## src/rtl/vector_scoreboard_mc_if.sv

```systemverilog
// Issue/completion bundle between the scalar front end and vector_scoreboard_mc.
// master: issue-side driver (FIFO, vector unit, completion sources); slave: the scoreboard.
interface vector_scoreboard_mc_if #(
  parameter int unsigned DATA_FROM_SCALAR = 96,
  parameter int unsigned REGISTER_NUMBERS = 32,
  parameter int unsigned ALU_CHANNELS     = 2
);
  localparam int unsigned RW = $clog2(REGISTER_NUMBERS);

  logic                               valid_fifo;
  logic [DATA_FROM_SCALAR-1:0]        instruction_to_issue;
  logic                               ready_vector;
  logic [ALU_CHANNELS-1:0]            alu_done;
  logic [ALU_CHANNELS-1:0][RW-1:0]    alu_dest;
  logic                               mem_done;
  logic [RW-1:0]                      mem_dest;
  logic                               valid_vector;
  logic [ALU_CHANNELS-1:0]            alu_sel;
  logic                               pop_data;
  logic                               busy;

  modport master (
    output valid_fifo, instruction_to_issue, ready_vector,
    output alu_done, alu_dest, mem_done, mem_dest,
    input  valid_vector, alu_sel, pop_data, busy
  );

  modport slave (
    input  valid_fifo, instruction_to_issue, ready_vector,
    input  alu_done, alu_dest, mem_done, mem_dest,
    output valid_vector, alu_sel, pop_data, busy
  );
endinterface

```

## src/rtl/vector_scoreboard_mc.sv

```systemverilog
// Vector register scoreboard: per-register hazard status, multi-channel ALU and memory occupancy.
// Optional macro SCOREBOARD_MASK_CHECK_EN: masked instructions also wait on register v0.
module vector_scoreboard_mc #(
  parameter int unsigned INSTRUCTION_BITS = 32,
  parameter int unsigned REGISTER_NUMBERS = 32,
  parameter int unsigned DATA_FROM_SCALAR = 96,
  parameter int unsigned ALU_CHANNELS     = 2,
  parameter int unsigned MUL_CYCLES       = 4
) (
  input logic                 clk,
  input logic                 rst_n,
  vector_scoreboard_mc_if.slave bus
);
  localparam int unsigned RW = $clog2(REGISTER_NUMBERS);
  localparam int unsigned IW = $clog2(REGISTER_NUMBERS + 1);
  localparam int unsigned CW = (MUL_CYCLES > 2) ? $clog2(MUL_CYCLES - 1) : 1;

  typedef enum logic [1:0] {R_IDLE, R_LANE, R_LOAD, R_STORE} reg_state_e;
  typedef enum logic       {CH_FREE, CH_MUL}                 ch_state_e;
  typedef enum logic [1:0] {M_FREE, M_LOAD, M_STORE}         mem_state_e;

  reg_state_e status_q [REGISTER_NUMBERS];
  reg_state_e status_d [REGISTER_NUMBERS];
  ch_state_e  ch_q     [ALU_CHANNELS];
  ch_state_e  ch_d     [ALU_CHANNELS];
  logic [CW-1:0] cnt_q [ALU_CHANNELS];
  logic [CW-1:0] cnt_d [ALU_CHANNELS];
  mem_state_e mem_q, mem_d;

  logic [INSTRUCTION_BITS-1:0] instr;
  logic [6:0]  opcode;
  logic [2:0]  funct3;
  logic [5:0]  funct6;
  logic        is_lane, is_load, is_store, is_vset, is_mul, masked, indexed;
  logic        chk_a, chk_b, mask_ok, lane_ok, mem_ok, issuable, accept;
  logic [IW-1:0] src_a_idx, src_b_idx, dest_idx;
  logic [RW-1:0] dest_r;
  logic [REGISTER_NUMBERS:0] avail;
  logic [ALU_CHANNELS-1:0]   first_free;
  logic                      any_free;
  logic                      vv, pop, busy_w;
  logic [ALU_CHANNELS-1:0]   sel;
  logic                      unused_low_bits;

  assign instr           = bus.instruction_to_issue[DATA_FROM_SCALAR-1 -: INSTRUCTION_BITS];
  assign unused_low_bits = ^bus.instruction_to_issue[DATA_FROM_SCALAR-INSTRUCTION_BITS-1:0];

  // Decode, operand availability (with same-cycle completion bypass) and issue conditions
  always_comb begin
    opcode   = instr[6:0];
    funct3   = instr[14:12];
    funct6   = instr[31:26];
    is_lane  = (opcode == 7'b1010111);
    is_load  = (opcode == 7'b0000111);
    is_store = (opcode == 7'b0100111);
    is_vset  = is_lane && (funct3 == 3'b111);
    masked   = !instr[25];
    indexed  = instr[26];
    is_mul   = is_lane && (funct3 inside {3'b010, 3'b110}) &&
               (funct6 inside {6'b100100, 6'b100101, 6'b100110, 6'b100111, 6'b101001, 6'b101101});
    chk_a    = is_lane && !(funct3 inside {3'b011, 3'b100, 3'b101, 3'b110});
    chk_b    = (is_lane && !((funct6 == 6'b010111) && (funct3 inside {3'b000, 3'b011, 3'b100}))) ||
               ((is_load || is_store) && indexed);
    // Unchecked operands point at the always-idle dummy entry past the last register
    src_a_idx = chk_a ? IW'(instr[19:15]) : IW'(REGISTER_NUMBERS);
    src_b_idx = chk_b ? IW'(instr[24:20]) : IW'(REGISTER_NUMBERS);
    dest_idx  = IW'(instr[11:7]);
    dest_r    = RW'(instr[11:7]);

    avail = '0;
    for (int unsigned r = 0; r < REGISTER_NUMBERS; r++) begin
      avail[r] = (status_q[r] == R_IDLE) || (bus.mem_done && (bus.mem_dest == RW'(r)));
      for (int unsigned i = 0; i < ALU_CHANNELS; i++) begin
        if (bus.alu_done[i] && (bus.alu_dest[i] == RW'(r))) avail[r] = 1'b1;
      end
    end
    avail[REGISTER_NUMBERS] = 1'b1;

    first_free = '0;
    any_free   = 1'b0;
    for (int unsigned i = 0; i < ALU_CHANNELS; i++) begin
      if ((ch_q[i] == CH_FREE) && !any_free) begin
        first_free[i] = 1'b1;
        any_free      = 1'b1;
      end
    end

`ifdef SCOREBOARD_MASK_CHECK_EN
    mask_ok = !masked || avail[0];
`else
    mask_ok = 1'b1;
`endif

    lane_ok  = is_lane && !is_vset && avail[src_a_idx] && avail[src_b_idx] &&
               avail[dest_idx] && any_free && mask_ok;
    mem_ok   = (is_load || is_store) && ((mem_q == M_FREE) || bus.mem_done) &&
               avail[dest_idx] && avail[src_b_idx] && mask_ok;
    issuable = lane_ok || mem_ok;
  end

  // Output process
  always_comb begin
    vv     = issuable && bus.valid_fifo;
    pop    = vv || (bus.valid_fifo && is_vset);
    sel    = (vv && is_lane) ? first_free : '0;
    busy_w = (mem_q != M_FREE);
    for (int unsigned r = 0; r < REGISTER_NUMBERS; r++) begin
      if (status_q[r] != R_IDLE) busy_w = 1'b1;
    end
    for (int unsigned i = 0; i < ALU_CHANNELS; i++) begin
      if (ch_q[i] == CH_MUL) busy_w = 1'b1;
    end
  end

  assign bus.valid_vector = vv;
  assign bus.pop_data     = pop;
  assign bus.alu_sel      = sel;
  assign bus.busy         = busy_w;

  // Next-state process: clears first so a same-register set overrides them
  always_comb begin
    accept   = vv && bus.ready_vector;
    status_d = status_q;
    ch_d     = ch_q;
    cnt_d    = cnt_q;
    mem_d    = mem_q;
    for (int unsigned i = 0; i < ALU_CHANNELS; i++) begin
      if (bus.alu_done[i]) status_d[bus.alu_dest[i]] = R_IDLE;
    end
    if (bus.mem_done) status_d[bus.mem_dest] = R_IDLE;
    if (accept) status_d[dest_r] = is_lane ? R_LANE : (is_load ? R_LOAD : R_STORE);

    if (accept && is_load)       mem_d = M_LOAD;
    else if (accept && is_store) mem_d = M_STORE;
    else if (bus.mem_done)       mem_d = M_FREE;

    for (int unsigned i = 0; i < ALU_CHANNELS; i++) begin
      if (ch_q[i] == CH_MUL) begin
        if (cnt_q[i] == '0) ch_d[i] = CH_FREE;
        else                cnt_d[i] = cnt_q[i] - 1'b1;
      end
      if (accept && is_mul && sel[i]) begin
        ch_d[i]  = CH_MUL;
        cnt_d[i] = CW'(MUL_CYCLES - 2);
      end
    end
  end

  // State register process
  always_ff @(posedge clk or negedge rst_n) begin
    if (!rst_n) begin
      for (int unsigned r = 0; r < REGISTER_NUMBERS; r++) status_q[r] <= R_IDLE;
      for (int unsigned i = 0; i < ALU_CHANNELS; i++) begin
        ch_q[i]  <= CH_FREE;
        cnt_q[i] <= '0;
      end
      mem_q <= M_FREE;
    end else begin
      status_q <= status_d;
      ch_q     <= ch_d;
      cnt_q    <= cnt_d;
      mem_q    <= mem_d;
    end
  end
endmodule
```

## src/flat_wrapper.sv

```systemverilog
// flat-port wrapper written by rule: the top's interface ports become plain ports
module vector_scoreboard_mc_flat 
#(
  parameter int unsigned INSTRUCTION_BITS = 32,
  parameter int unsigned REGISTER_NUMBERS = 32,
  parameter int unsigned DATA_FROM_SCALAR = 96,
  parameter int unsigned ALU_CHANNELS     = 2,
  parameter int unsigned MUL_CYCLES       = 4
)
  (clk, rst_n, bus_valid_fifo, bus_instruction_to_issue, bus_ready_vector, bus_alu_done, bus_alu_dest, bus_mem_done, bus_mem_dest, bus_valid_vector, bus_alu_sel, bus_pop_data, bus_busy);
  vector_scoreboard_mc_if #(.DATA_FROM_SCALAR(DATA_FROM_SCALAR), .REGISTER_NUMBERS(REGISTER_NUMBERS), .ALU_CHANNELS(ALU_CHANNELS)) bus_i ();
  input logic clk;
  input logic rst_n;
  input wire logic [$bits(bus_i.valid_fifo)-1:0] bus_valid_fifo;
  input wire logic [$bits(bus_i.instruction_to_issue)-1:0] bus_instruction_to_issue;
  input wire logic [$bits(bus_i.ready_vector)-1:0] bus_ready_vector;
  input wire logic [$bits(bus_i.alu_done)-1:0] bus_alu_done;
  input wire logic [$bits(bus_i.alu_dest)-1:0] bus_alu_dest;
  input wire logic [$bits(bus_i.mem_done)-1:0] bus_mem_done;
  input wire logic [$bits(bus_i.mem_dest)-1:0] bus_mem_dest;
  output wire logic [$bits(bus_i.valid_vector)-1:0] bus_valid_vector;
  output wire logic [$bits(bus_i.alu_sel)-1:0] bus_alu_sel;
  output wire logic [$bits(bus_i.pop_data)-1:0] bus_pop_data;
  output wire logic [$bits(bus_i.busy)-1:0] bus_busy;
  assign bus_i.valid_fifo = bus_valid_fifo;
  assign bus_i.instruction_to_issue = bus_instruction_to_issue;
  assign bus_i.ready_vector = bus_ready_vector;
  assign bus_i.alu_done = bus_alu_done;
  assign bus_i.alu_dest = bus_alu_dest;
  assign bus_i.mem_done = bus_mem_done;
  assign bus_i.mem_dest = bus_mem_dest;
  assign bus_valid_vector = bus_i.valid_vector;
  assign bus_alu_sel = bus_i.alu_sel;
  assign bus_pop_data = bus_i.pop_data;
  assign bus_busy = bus_i.busy;
  vector_scoreboard_mc #(.INSTRUCTION_BITS(INSTRUCTION_BITS), .REGISTER_NUMBERS(REGISTER_NUMBERS), .DATA_FROM_SCALAR(DATA_FROM_SCALAR), .ALU_CHANNELS(ALU_CHANNELS), .MUL_CYCLES(MUL_CYCLES)) u_core (.clk(clk), .rst_n(rst_n), .bus(bus_i));
endmodule
```

## config.mk

```make
export PLATFORM = sky130hd
export DESIGN_NAME = vector_scoreboard_mc_flat
export DESIGN_NICKNAME = d
export VERILOG_FILES = /design/src/rtl/vector_scoreboard_mc_if.sv /design/src/rtl/vector_scoreboard_mc.sv /design/src/flat_wrapper.sv
export SDC_FILE = /design/constraint.sdc
export NUM_CORES = 1
export LEC_CHECK = 0
export ABC_AREA = 1
export BUFFER_PORTS_ARGS = -buffer_cell sky130_fd_sc_hd__buf_2
export CAP_MARGIN = 20
export CORE_UTILIZATION = 42
export CTS_CLUSTER_DIAMETER = 80
export DETAILED_ROUTE_END_ITERATION = 10
export HOLD_SLACK_MARGIN = 0.06
export PLACE_DENSITY = 0.69
export SYNTH_ARGS = -nofsm -noshare
export SYNTH_HDL_FRONTEND = slang
export SYNTH_SLANG_ARGS = --single-unit
export TNS_END_PERCENT = 100
```

## constraint.sdc

```tcl
create_clock -name clk -period 3 [get_ports clk]
set_clock_uncertainty 0.1 [all_clocks]
set_input_delay 0.15 -clock clk [delete_from_list [all_inputs] [get_ports clk]]
set_output_delay 0.15 -clock clk [all_outputs]
set_load 0.005 [all_outputs]
```

-- After elaboration in Yosys (flattened, before gate mapping)
Index checks and enable logic that the tools add are counted.
- register bits: 72
- logic and storage cells: 558
- add/sub/neg operators: 2
- order comparisons: 11
- equal/unequal tests: 111
- mux-type cells: 140
- bitwise operators: 11
- reductions and logical operators: 246
- operators with widths (kind ; number):
    2-to-1 mux 64 bit ; 4
    equality test 5 bit (second input constant) ; 48
    AND 64 bit ; 3
    inverter 64 bit ; 3
    logical AND 1 bit ; 125
    equality test 5 x 4 -> 1 bit (second input constant) ; 24
    2-to-1 mux 1 bit ; 111
    nonzero test 2 bit ; 36
    zero test 2 bit ; 35
    bitwise mux 64 bit ; 1
    equality test 5 x 3 -> 1 bit (second input constant) ; 12
    demux 2 bit (select 5 bit) ; 4
    logical OR 1 bit ; 37
    equality test 6 bit (second input constant) ; 6
    equality test 5 x 2 -> 1 bit (second input constant) ; 6
    2-to-1 mux 2 bit ; 15
    >= comparator 6 bit (second input constant) ; 4
    less-than comparator 6 x 1 -> 1 bit (second input constant) ; 4
    inverter 5 -> 6 bit ; 4
    equality test 5 x 1 -> 1 bit (second input constant) ; 3
    zero test 5 bit ; 3
    less-than comparator 6 x 7 -> 1 bit (second input constant) ; 2
    binary-select mux 1 bit (select 6 bit) ; 2
    equality test 3 bit (second input constant) ; 4
    other kinds (17) ; 25

-- Logic depth before layout (Yosys ltp)
- depth in word-level cells: 35
- mapped depth: 21
- mapped depth without buffers: 19

-- Worst setup path after synthesis
Ideal clock, no wire load.
- kind: in2reg
- start point: input port bus_instruction_to_issue[67]
- end point: register u_core.status_q[36] in the netlist's numbering
- setup time: 0.067 ns
- data arrival time: 1.992 ns
- data required time: 2.833 ns
- slack: 0.842 ns
- stages on the path: 19
- path through: inv_1 nand4_1 nor2_4 nand2_1 nand2_2 buf_4 nand3_1 nand3_1 nand3_1 nand3_1 nand3_1 nand3_1 nand2_1 inv_2 nand3_4 nor2_4 buf_6 nand3_1 nand2_1
- RTL lines (element ; RTL line ; text):
    start: declaration ; flat_wrapper.sv:15 ; input wire logic [$bits(bus_i.instruction_to_issue)-1:0] bus_instruction_to_issue;
    end signal: assignment ; vector_scoreboard_mc.sv:159 ; status_q <= status_d;
    end: declaration ; vector_scoreboard_mc.sv:22 ; reg_state_e status_q [REGISTER_NUMBERS];

-- Worst setup path in the final report
- start point: input port bus_instruction_to_issue[70]
- end point: output port bus_pop_data
- longest elaborated chain between the ends: 13
- elaborated cells on any way between the ends: 28
- classes of those cells: 3 x eq/ne; 6 x mux; 19 x reduce/logical
- RTL lines (element ; RTL line ; text):
    equality test 7 x 3 -> 1 bit / equality test 7 x 6 -> 1 bit (equally long branches) ; vector_scoreboard_mc.sv:54, vector_scoreboard_mc.sv:55 ;
    logical OR 1 bit ; vector_scoreboard_mc.sv:63, vector_scoreboard_mc.sv:96 ;
    logical AND 1 bit ; vector_scoreboard_mc.sv:63 ; ((is_load || is_store) && indexed);
    logical OR 1 bit ; vector_scoreboard_mc.sv:62 ; chk_b = (is_lane && !((funct6 == 6'b010111) && (funct3 inside {3'b000, 3'b011, 3'b100}))) ||
    2-to-1 mux 6 bit ; vector_scoreboard_mc.sv:66 ; src_b_idx = chk_b ? IW'(instr[24:20]) : IW'(REGISTER_NUMBERS);
    binary-select mux 1 bit (select 6 bit) ; vector_scoreboard_mc.sv:94, vector_scoreboard_mc.sv:97 ;
    2-to-1 mux 1 bit (implied by the code) ; vector_scoreboard_mc.sv:94, vector_scoreboard_mc.sv:97 ;
    logical AND 1 bit (2 in a row) ; vector_scoreboard_mc.sv:94 ; lane_ok = is_lane && !is_vset && avail[src_a_idx] && avail[src_b_idx] &&
    logical AND 1 bit ; vector_scoreboard_mc.sv:95 ; avail[dest_idx] && any_free && mask_ok;
    logical OR 1 bit ; vector_scoreboard_mc.sv:98 ; issuable = lane_ok || mem_ok;
    logical AND 1 bit ; vector_scoreboard_mc.sv:103 ; vv = issuable && bus.valid_fifo;
    logical OR 1 bit (*) ; vector_scoreboard_mc.sv:104 ; pop = vv || (bus.valid_fifo && is_vset);
    end: declaration ; flat_wrapper.sv:23 ; output wire logic [$bits(bus_i.pop_data)-1:0] bus_pop_data;
Mark *: on every way between the ends. The rest lies on a longest branch, timed or not. The select of a mux whose other input is x is not followed.

==> metrics.yaml <==
clock_network:
  depth_of_the_cts_h_tree: 3
  cts_tree: "done"
  number_of_sinks_driven_by_the_clock_tree: 72
  clock_buffer_count_from_cts: 9
  clk_pin_slew_ns: 0.06
  clock-root-buffer: "sky130_fd_sc_hd__clkbuf_16"
  clock_insertion_delay_worst_skew_ns: 0.34
  cts_max_path_bufs: 2
floorplanning:
  design.core.area_um2: 12820
  die_x_um: 117.6
  floorplan.io_pins: 123
  initial_utilization_pct: 43.76
  die_height_um: 117.6
  placementRows: 41
  die-area_um2: 13830
worst_setup_path:
  timing.reg2reg.worst_path_depth: 13
  ff2ff_setup_slack_ns: 0.45
  critical_path_arrival_ns: 2.62
  critPathCaptureType: "output port"
  reg2reg_to: "u_core.status_q[6]"
  slowest_stage: "sky130_fd_sc_hd__dlygate4sd3_1"
  worst_path_most_repeated_cell: "sky130_fd_sc_hd__nand3_1"
  rr_startpoint: "u_core.status_q[40]"
  cp_cell_sequence: "dlygate4sd3_1 > nand3_1 > nor2_4 > nand2_2 > nand2_4 > nand2_8 > buf_4 > nor2_1 > nand2_1 > nand3_1 > nand3_1 > nand3_1 > nand3_2 > nand2_2 > inv_4 > nand2_1 > o31ai_1 > buf_2"
  timing.critical_path.from: "bus_instruction_to_issue[70]"
  setup_cp_type: "in2out"
  cpPeakStageDelay_ns: 0.61
  endpoint_required_time_on_the_critical_path_ns: 2.75
  crit_fanout: 7
  worst_setup_path_start_kind: "primary input"
grt:
  gr-total-overflow: 0
  grt_start_max_net_pins: 42
  grt_pass1_vias: 6154
  grt_antenna_before_repair: 0
  track_usage_pct: 29.67
  grt_first_pass_wirelength_mm: 32.09
layout:
  flow.area_growth_from_synthesis_pct: 21.07
  drive_above_1_share_pct: 14.96
  final_common_cell: "sky130_fd_sc_hd__nand3_1"
  final_cell_mix: "212 x sky130_fd_sc_hd__nand3_1, 197 x sky130_fd_sc_hd__nand2_1, 138 x sky130_fd_sc_hd__nor2_1"
  num-nets-final: 1104
  antenna_cells_inserted: 0
  fin_util_pct: 52.98
timing:
  final-setup-viol-count: 0
  worst_pin_slew_ns: 0.9746
  timing_hold_violations_final: 0
  post_route_setup_tns_ns: 0
  maxClockFrequency_mhz: 348.3
  period_minus_slack_ns: 2.871
  timing.final.crit_share_pct: 95.70
  slew-limit-headroom_pct: 35.03
  final_slew_violations: 0
  layout_setup_ws_ns: 0.1289
placement:
  dp_slack_ns: 0.2123
  hpwlAfterDp_mm: 15.14
  globalplace.congestion: 1.041
  portBuffers: 57
route:
  drt_pre_antenna_iters: 7
  routed_wl_mm: 20.22
  drt_drc_violations_left: 0
  post_drt_wl_per_cell_um: 17.41
  detailed_router_s_first_iteration_violation_count: 747
  postRouteAntennaNets: 0
  routed_via_density: 5.684
  via_total_after_detailed_routing: 6599
synthesis:
  number_of_enable_type_register_cells_in_the_synthesized_netlist: 0
  synth_cells: 894
  synth-seq-area-share_pct: 32.11
  fraction_of_synthesis_flops_using_an_asynchronous_set_or_reset_pin_pct: 100.0
  ys_seq_elements: 72
  syn_area_um2: 5612
  synth_warnings: 0
  synth_flop_type: "sky130_fd_sc_hd__dfrtp_1"
  syn_nets: 1014
  synth_cell_type_count: 33
  synth.avg_cell_area_um2: 6.277
hold_path:
  hp-start: "bus_mem_done"
  worst_hold_path_type: "in2reg"
  min_delay_worst_endpoint: "u_core.mem_q[0]"
  min_path_cells: 4
power_and_ir_drop:
  leakage_nw: 3.583
  vdd_ir_drop_max_v: 0.0001937
  power_density_nw_per_um2: 367.2
  finalPower_mw: 2.495
outcome:
  outcome: "complete, no violations"
run:
  max_cap_violations: 0
==> how the worst max path moves through the flow <==
stage | end | slack, ns
after global placement | u_core.status_q[37] | 0.25
after floorplan | u_core.status_q[36] | 0.84
after global routing | bus_pop_data | -0.003
after CTS | bus_pop_data | 0.07
final | bus_pop_data | 0.13
after detailed placement | u_core.status_q[6] | 0.21
==> area by class of cell <==
| type | instances | area, um2 |
|---|---|---|
| multi-input cells | 702 | 3395 |
| well taps | 172 | 215.2 |
| fillers | 1319 | 6031 |
| clock buffers | 11 | 252.7 |
| repair buffers | 95 | 655.6 |
| inverters | 104 | 395.4 |
| flip-flops and latches | 72 | 1802 |
| clock inverters | 5 | 78.83 |
==> per-layer routing <==
metal	track usage (%)	wire length, um
met2	46.63	9049
met3	5.329	1820
met5	0	0
met4	12.66	632
met1	39.96	8712
==> Yosys cell counts (3+ instances only) <==
cell type / instances / area share, %
sky130_fd_sc_hd__buf_6: 4 / 0.80
sky130_fd_sc_hd__o21ai_1: 3 / 0.27
sky130_fd_sc_hd__nor3_1: 10 / 0.89
sky130_fd_sc_hd__nand3_1: 215 / 19
sky130_fd_sc_hd__nor2_4: 5 / 1.0
sky130_fd_sc_hd__or2_2: 9 / 1.0
sky130_fd_sc_hd__inv_1: 96 / 6.4
sky130_fd_sc_hd__nor2_1: 139 / 9.3
sky130_fd_sc_hd__nand2_2: 4 / 0.45
sky130_fd_sc_hd__o21ai_0: 12 / 1.1
sky130_fd_sc_hd__nand3b_1: 4 / 0.54
sky130_fd_sc_hd__o22ai_1: 11 / 1.2
sky130_fd_sc_hd__nand4_1: 48 / 5.4
sky130_fd_sc_hd__nor4_1: 7 / 0.78
sky130_fd_sc_hd__clkbuf_1: 9 / 0.60
sky130_fd_sc_hd__a21oi_1: 9 / 0.80
sky130_fd_sc_hd__clkinv_1: 4 / 0.27
sky130_fd_sc_hd__o211ai_1: 11 / 1.5
sky130_fd_sc_hd__nand2_1: 201 / 13
sky130_fd_sc_hd__dfrtp_1: 72 / 32
sky130_fd_sc_hd__inv_2: 4 / 0.27
==> logic make-up (layout without fill, tap and decap cells) <==
| family | Yosys count | count (layout) | share of synthesized area [%] |
|---|---|---|---|
| flip-flops | 72 | 72 | 32.11 |
| XOR/XNOR | 2 | 2 | 0.3122 |
| adder cells (fa/ha/maj) | 2 | 2 | 0.4459 |
| AND/OR/NAND/NOR | 649 | 649 | 53.20 |
| buffers and inverters | 120 | 215 | 8.673 |
| AO/OA/AOI/OAI | 49 | 49 | 5.262 |
==> stage by stage <==
step	cell area, um2	hold slack [ns]	std cells
6_report	6794	0.1025	1161
3_5_place_dp	6299	0.2526	1138
3_3_place_gp	6299	0.2367	1138
4_1_cts	6660	0.09739	1157
5_1_grt	6794	0.1425	1161
2_1_floorplan	5612	-0.2456	894
==> where the power goes <==
| part | internal [mW] | switching [mW] |
|---|---|---|
| clock network | 0.772 | 0.429 |
| logic | 0.0957 | 0.218 |
| registers | 0.976 | 0.00335 |
==> flip-flops by register name, indices dropped and copies added, names as in the netlist <==
signal / cells
u_core.mem_q: 2
u_core.ch_q: 2
u_core.status_q: 64
u_core.cnt_q: 4
==> worst max-delay path, delay by kind of cell <==
| family | cells | cell delay, ns |
|---|---|---|
| AOI/OAI and AO/OA | 1 | 0.09 |
| buffers and inverters | 4 | 0.98 |
| and+or+nand+nor | 13 | 1.40 |
==> repair_timing <==
item	CTS	global route
hold buffers	3	0
setup endpoints to repair	0	72
gates resized for setup	0	22
endpoints found under the hold margin	39	0
buffers inserted	0	4
Power figures use the tool's default switching activity.
